File: src/rtl/udt_rx_hdr_parse.sv
// Receive-side UDT header parser.
// The first two 64-bit beats of each packet carry the UDT header. This block
// emits them as a one-cycle header sideband pulse and forwards the rest of the
// packet as a payload stream through a single registered output stage.
// Packets addressed to another socket, and runt packets, are discarded and
// counted.
module udt_rx_hdr_parse #(
    parameter int DW    = 64,
    parameter int CNT_W = 16
) (
    input  logic             clk,
    input  logic             rst_n,
    input  logic [31:0]      local_sock_id,
    input  logic [DW-1:0]    s_data,
    input  logic [7:0]       s_keep,
    input  logic             s_valid,
    input  logic             s_last,
    output logic             s_ready,
    output logic             hdr_valid,
    output logic             hdr_is_ctrl,
    output logic [30:0]      hdr_seq_or_type,
    output logic [31:0]      hdr_info,
    output logic [31:0]      hdr_tstamp,
    output logic             hdr_no_payload,
    output logic [DW-1:0]    m_data,
    output logic [7:0]       m_keep,
    output logic             m_valid,
    output logic             m_last,
    input  logic             m_ready,
    output logic [CNT_W-1:0] pkt_cnt,
    output logic [CNT_W-1:0] drop_cnt
);

    // Header bundle: {is_ctrl, seq_or_type[30:0], info[31:0], tstamp[31:0], no_payload}
    localparam int HW = 1 + 31 + 32 + 32 + 1;

    typedef enum logic [1:0] {
        ST_IDLE    = 2'd0,
        ST_HDR1    = 2'd1,
        ST_PAYLOAD = 2'd2,
        ST_DROP    = 2'd3
    } state_t;

    state_t             state_q, state_d;
    logic [DW-1:0]      shadow_q, shadow_d;
    logic               pend_q, pend_d;
    logic [HW-1:0]      pend_hdr_q, pend_hdr_d;
    logic               hdr_valid_q, hdr_valid_d;
    logic [HW-1:0]      hdr_q, hdr_d;
    logic [DW-1:0]      m_data_q, m_data_d;
    logic [7:0]         m_keep_q, m_keep_d;
    logic               m_valid_q, m_valid_d;
    logic               m_last_q, m_last_d;
    logic [CNT_W-1:0]   pkt_q, pkt_d;
    logic [CNT_W-1:0]   drop_q, drop_d;
    logic [1:0]         rst_sync_q;

    logic               rst_int_n;
    logic               m_free;
    logic               s_ready_c;
    logic               beat;
    logic               new_hdr;
    logic [HW-1:0]      new_hdr_bits;

    // Reset synchronizer: assertion is immediate, release is aligned to clk.
    always_ff @(posedge clk or negedge rst_n) begin
        if (!rst_n) begin
            rst_sync_q <= 2'b00;
        end else begin
            rst_sync_q <= {rst_sync_q[0], 1'b1};
        end
    end

    assign rst_int_n = rst_sync_q[1];

    // The output stage can take a new beat when it is empty or draining this cycle.
    assign m_free    = !m_valid_q | m_ready;
    assign s_ready_c = (state_q == ST_PAYLOAD) ? m_free : 1'b1;
    assign beat      = s_valid & s_ready_c;

    // Header fields assembled from the shadowed beat0 and the current beat1.
    assign new_hdr_bits = {shadow_q[63], shadow_q[62:32], shadow_q[31:0],
                           s_data[63:32], s_last};

    // Next-state logic: packet FSM, payload stage, header scheduling, counters.
    always_comb begin
        state_d     = state_q;
        shadow_d    = shadow_q;
        pend_d      = pend_q;
        pend_hdr_d  = pend_hdr_q;
        hdr_valid_d = 1'b0;
        hdr_d       = hdr_q;
        m_data_d    = m_data_q;
        m_keep_d    = m_keep_q;
        m_last_d    = m_last_q;
        m_valid_d   = m_valid_q & !m_ready;
        pkt_d       = pkt_q;
        drop_d      = drop_q;
        new_hdr     = 1'b0;

        case (state_q)
            ST_IDLE: begin
                if (beat) begin
                    if (s_last || (s_keep != 8'hFF)) begin
                        drop_d  = drop_q + 1'b1;
                        state_d = s_last ? ST_IDLE : ST_DROP;
                    end else begin
                        shadow_d = s_data;
                        state_d  = ST_HDR1;
                    end
                end
            end
            ST_HDR1: begin
                if (beat) begin
                    if ((s_keep != 8'hFF) || (s_data[31:0] != local_sock_id)) begin
                        drop_d  = drop_q + 1'b1;
                        state_d = s_last ? ST_IDLE : ST_DROP;
                    end else begin
                        new_hdr = 1'b1;
                        pkt_d   = pkt_q + 1'b1;
                        state_d = s_last ? ST_IDLE : ST_PAYLOAD;
                    end
                end
            end
            ST_PAYLOAD: begin
                if (beat) begin
                    m_data_d  = s_data;
                    m_keep_d  = s_keep;
                    m_last_d  = s_last;
                    m_valid_d = 1'b1;
                    if (s_last) begin
                        state_d = ST_IDLE;
                    end
                end
            end
            ST_DROP: begin
                if (beat && s_last) begin
                    state_d = ST_IDLE;
                end
            end
            default: state_d = ST_IDLE;
        endcase

        // A header is released only once the previous packet's last beat has
        // left the output stage; until then it waits in the pending buffer.
        if (pend_q && m_free) begin
            hdr_valid_d = 1'b1;
            hdr_d       = pend_hdr_q;
            pend_d      = 1'b0;
        end
        if (new_hdr) begin
            if (!pend_q && m_free) begin
                hdr_valid_d = 1'b1;
                hdr_d       = new_hdr_bits;
            end else begin
                pend_d     = 1'b1;
                pend_hdr_d = new_hdr_bits;
            end
        end
    end

    // State registers.
    always_ff @(posedge clk or negedge rst_int_n) begin
        if (!rst_int_n) begin
            state_q     <= ST_IDLE;
            shadow_q    <= '0;
            pend_q      <= 1'b0;
            pend_hdr_q  <= '0;
            hdr_valid_q <= 1'b0;
            hdr_q       <= '0;
            m_data_q    <= '0;
            m_keep_q    <= '0;
            m_valid_q   <= 1'b0;
            m_last_q    <= 1'b0;
            pkt_q       <= '0;
            drop_q      <= '0;
        end else begin
            state_q     <= state_d;
            shadow_q    <= shadow_d;
            pend_q      <= pend_d;
            pend_hdr_q  <= pend_hdr_d;
            hdr_valid_q <= hdr_valid_d;
            hdr_q       <= hdr_d;
            m_data_q    <= m_data_d;
            m_keep_q    <= m_keep_d;
            m_valid_q   <= m_valid_d;
            m_last_q    <= m_last_d;
            pkt_q       <= pkt_d;
            drop_q      <= drop_d;
        end
    end

    assign s_ready         = s_ready_c;
    assign hdr_valid       = hdr_valid_q;
    assign hdr_is_ctrl     = hdr_q[96];
    assign hdr_seq_or_type = hdr_q[95:65];
    assign hdr_info        = hdr_q[64:33];
    assign hdr_tstamp      = hdr_q[32:1];
    assign hdr_no_payload  = hdr_q[0];
    assign m_data          = m_data_q;
    assign m_keep          = m_keep_q;
    assign m_valid         = m_valid_q;
    assign m_last          = m_last_q;
    assign pkt_cnt         = pkt_q;
    assign drop_cnt        = drop_q;

endmodule

File: config.mk
export PLATFORM = sky130hd
export DESIGN_NAME = udt_rx_hdr_parse
export DESIGN_NICKNAME = d
export VERILOG_FILES = /design/src/rtl/udt_rx_hdr_parse.sv
export SDC_FILE = /design/constraint.sdc
export NUM_CORES = 1
export LEC_CHECK = 0
export ABC_AREA = 1
export BUFFER_PORTS_ARGS = -buffer_cell sky130_fd_sc_hd__buf_2
export CORE_MARGIN = 2
export CORE_UTILIZATION = 30
export CTS_CLUSTER_DIAMETER = 150
export DETAILED_ROUTE_END_ITERATION = 8
export SYNTH_ARGS = -nofsm -noshare
export SYNTH_HDL_FRONTEND = slang
export SYNTH_SLANG_ARGS = --single-unit
File: constraint.sdc
create_clock -name clk -period 21.2 [get_ports clk]
set_input_delay 4.24 -clock clk [delete_from_list [all_inputs] [get_ports clk]]
set_output_delay 4.24 -clock clk [all_outputs]
set_load 0.01 [all_outputs]
=== Word-level counts from Yosys, hierarchy flattened ===
Index checks and enable logic that the tools add are counted.

* Register bits: 370
* Output and inout bits: 205
* Word-level logic and storage cells: 79

* Add/subtract/negate cells: 2
* Equal/unequal tests: 12
* Multiplexer cells: 30
* Bitwise logic cells: 6
* Reduce and logical (&&, ||, !) cells: 16

{| class="wikitable"
|+ Operators with widths
! operator !! count
|-
| two-way mux 97 bit || 3
|-
| two-way mux 16 bit || 4
|-
| adder 16 x 1 -> 16 bit (second input constant) || 2
|-
| != test 32 bit || 1
|-
| case mux 16 bit (2 select lines) || 1
|-
| two-way mux 2 bit || 9
|-
| != test 2 bit (second input constant) || 7
|-
| two-way mux 1 bit || 12
|-
| AND reduction 5 bit || 2
|-
| != test 8 bit (second input constant) || 1
|-
| case mux 2 bit (4 select lines) || 1
|-
| AND reduction 3 bit || 2
|-
| equality test 2 bit (second input constant) || 2
|-
| AND reduction 2 bit || 2
|-
| logical AND 1 bit || 3
|-
| logical NOT 1 bit || 3
|-
| NOT 1 bit || 3
|-
| AND 1 bit || 2
|-
| equality test 2 x 1 -> 1 bit (second input constant) || 1
|-
| logical NOT 2 bit || 1
|-
| logical OR 1 bit || 2
|-
| nonzero test 2 bit || 1
|-
| bitwise OR 1 bit || 1
|}

=== Longest topological paths before layout ===
* Depth in word-level cells: 7
* Gate-level depth with buffers: 15
* Gate-level depth less buffers: 13

=== Worst setup path after synthesis ===
OpenSTA, ideal clock, no wires.

* Kind: input to output
* Start: input port m_ready
* End: output port s_ready
* Arrival time: 4.641 ns
* Data required time: 16.960 ns
* Slack: 12.319 ns
* Stages on the path: 3
* Buffers on the path: 0
* Cells stage by stage: or2_1 inv_1 nand2_1

* Word-level cells in the longest chain between the ends: 2

{| class="wikitable"
|+ Ends and longest elaborated chain
! element !! line !! text
|-
| start, declared || 29 || <nowiki>input logic m_ready,</nowiki>
|-
| bitwise OR 1 bit || 77 || <nowiki>assign m_free = !m_valid_q | m_ready;</nowiki>
|-
| two-way mux 1 bit || 78 || <nowiki>assign s_ready_c = (state_q == ST_PAYLOAD) ? m_free : 1'b1;</nowiki>
|-
| end, declared || 18 || <nowiki>output logic s_ready,</nowiki>
|}

No other way between the ends.

=== Worst setup path after layout ===
Ends and elaborated chain as after synthesis.

==> results.cfg <==
[die]
num_rows = 92
initial_utilization_pct = 30.16
io_pins = 314
die_w_um = 255.1
die_y_um = 255.1
fp.coreArea_sq_um = 62740
dieArea_sq_um = 65090

[sta]
final-hold-violation-count = 0
tightestPinTransition_ns = 1.085
finClkSkew_ns = 0.01625
setup_slack_ns = 11.67
relSlewSlack_pct = 27.56
period_needed_ns = 9.527
whs_ns = 0.3507
clock.fmax_mhz = 105.0
final.setup.tns_ns = 0
rsz0062_at_grt = false
finalSetupViolations = 0
slew_viol_final = 0
post-route-period-util_pct = 44.94

[global_route]
antenna_found_initial = 1
gr-usage-all-layers_pct = 19.32
top_usage_layer = met2
gr-usage-met1_pct = 26.35
grt_pass1_vias = 16610
grt_max_degree = 159
grt_overflow = 0
grtUsageMet2_pct = 31.41
grt_pass1_wl_um = 97480
grtUsageMet3_pct = 2.949

[yosys]
syn-cell-area_sq_um = 18920
syn-num-nets = 2631
synth_top_cell_area_share_pct = 48.94
syn_inst = 2520
yosysWarningCount = 0
ys_types = 33
synth_seq_area_share_pct = 48.94
synth_edf_count = 0
syn_avg_cell_area_sq_um = 7.507
yosys.area.top_type = dfrtp_1
synth-seq-cells = 370
synth_ff_type = dfrtp_1
synthArstFlopShare_pct = 100.0
synth_most_common_cell = nand2_1
synth_area_leaders = dfrtp_1 49%, nand2_1 19%, nand4_1 7.1%, inv_1 4.7%, o21ai_0 4.2%
synth_commonest_cells = 945 x nand2_1, 370 x dfrtp_1, 237 x inv_1

[pwr]
power_density_nw_per_um2 = 82.63
power.total_mw = 1.853
ir_worst_vdd_mv = 0.05076
power.leakage_nw = 12.20

[route]
first_iter_violations = 1295
vias_per_cell = 4.834
drcViolationCount = 0
ant_nets = 0
first_pass_iters = 5
vias = 17410
wl_um = 63480
routedWlPerCell_um = 17.63

[layout]
multi_input_area_sq_um = 7970
area_growth_pct = 18.55
fin_area_sq_um = 22430
n_fill_cell = 6616
final_layout_size_suffix_gt1_share_pct = 15.97
utilization_pct = 35.75
seq_area_sq_um = 9266
num_antenna_cells = 0
instances_no_fill = 3601
fin_nets = 2838

[clocking]
numCtsBuffers = 45
h-tree-depth = 2
ctsHoldBuffers = 0
cts_sinks = 370
path_clk_slew_ns = 0.06
clock_path_buffers = 3
cts_setup_buffers = 0
cts-resized-gates = 0
cts_tree = built
insertion_delay_ns = 0.58
cts_root_buf = clkbuf_16

[critical_path]
worstPathRequired_ns = 16.96
r2r-end = hdr_q[12]$_DFF_PN0_
r2r_cells = 11
reg2reg_slack_ns = 16.28
critPathKind = in -> out
r2r-start = m_valid$_DFF_PN0_
cp-end-kind = output pin
crit_start = m_ready
cp_data_arrival_time_ns = 5.29
path_max_fanout = 46
startpoint_type = primary input

[min_path]
worstHoldPathType = reg -> reg
hp-start = rst_sync_q[0]$_DFF_PN0_
min_to = rst_sync_q[1]$_DFF_PN0_
worstHoldPathCells = 0

[placed_design]
place_area_sq_um = 20970
place_hpwl_um = 38970
dpl_worst_slack_ns = 11.64
place.port_buffers = 313
place_inst = 3526
finalWeightedCongestion = 0.8517

[run]
cap_violations = 0

[run_status]
outcome = completed
worst max-delay path by stage:
stage	end	slack, ns	cells past startpoint
after floorplan	drop_cnt[0]$_DFFE_PN0P_	10.12	0
after global placement	s_ready	11.65	5
final	s_ready	11.67	5
after detailed placement	s_ready	11.64	5
after global routing	s_ready	11.57	5
after CTS	s_ready	11.64	5
sequential cells by signal, indices dropped and copies added, names as in the netlist:
name        cells
drop_cnt       16
hdr_q          97
hdr_valid       1
m_data         64
m_keep          8
m_last          1
m_valid         1
pend_hdr_q     97
pend_q          1
pkt_cnt        16
rst_sync_q      2
shadow_q       64
state_q         2
power by group:
group / internal (mW) / total [mW] / switching, mW
clock network: 0.457 / 0.774 / 0.317
registers: 0.761 / 0.800 / 0.0385
logic: 0.0876 / 0.280 / 0.192
cells in the final DEF (no fill, tap or decap), types with 10 or more instances in the layout:
master     instances
nor2_1           117
clkbuf_16         46
xnor2_1           20
clkbuf_8          10
buf_4             20
buf_2            313
a21oi_1           66
nand2_1          943
nor3_1            18
inv_1            237
o21ai_0          157
xor2_1            18
nand3_1          136
dfrtp_1          368
nand4_1          216
clkbuf_1          10
mux2_2            13
cells by family after synthesis:
family	synth area share (%)
AO/OA/AOI/OAI	6.118
multiplexers	0.7738
adder cells (fa/ha/maj)	0.1323
other	0.01982
AND/OR/NAND/NOR	33.00
flip-flops	48.94
XOR/XNOR	1.759
buffers and inverters	9.259
critical path: stages:
cell,delay [ns]
buf_2,0.08
or2_4,0.56
inv_1,0.13
nand2_1,0.13
buf_2,0.14
final cells by class:
class | instances | area share (%)
clock buffer | 66 | 5.914
clock inverter | 9 | 0.5690
inverter | 245 | 4.112
multi-input combinational | 1730 | 35.54
sequential | 370 | 41.32
tap | 846 | 4.720
timing repair buffer | 335 | 7.833
metal layers:
metal,share of wire [%],vias up
met5,0.020,-
li1,-,8509
met4,2.4,2
met2,46,468
met1,46,8332
met3,5.5,97
No activity file was read; power rests on OpenSTA's default activity.
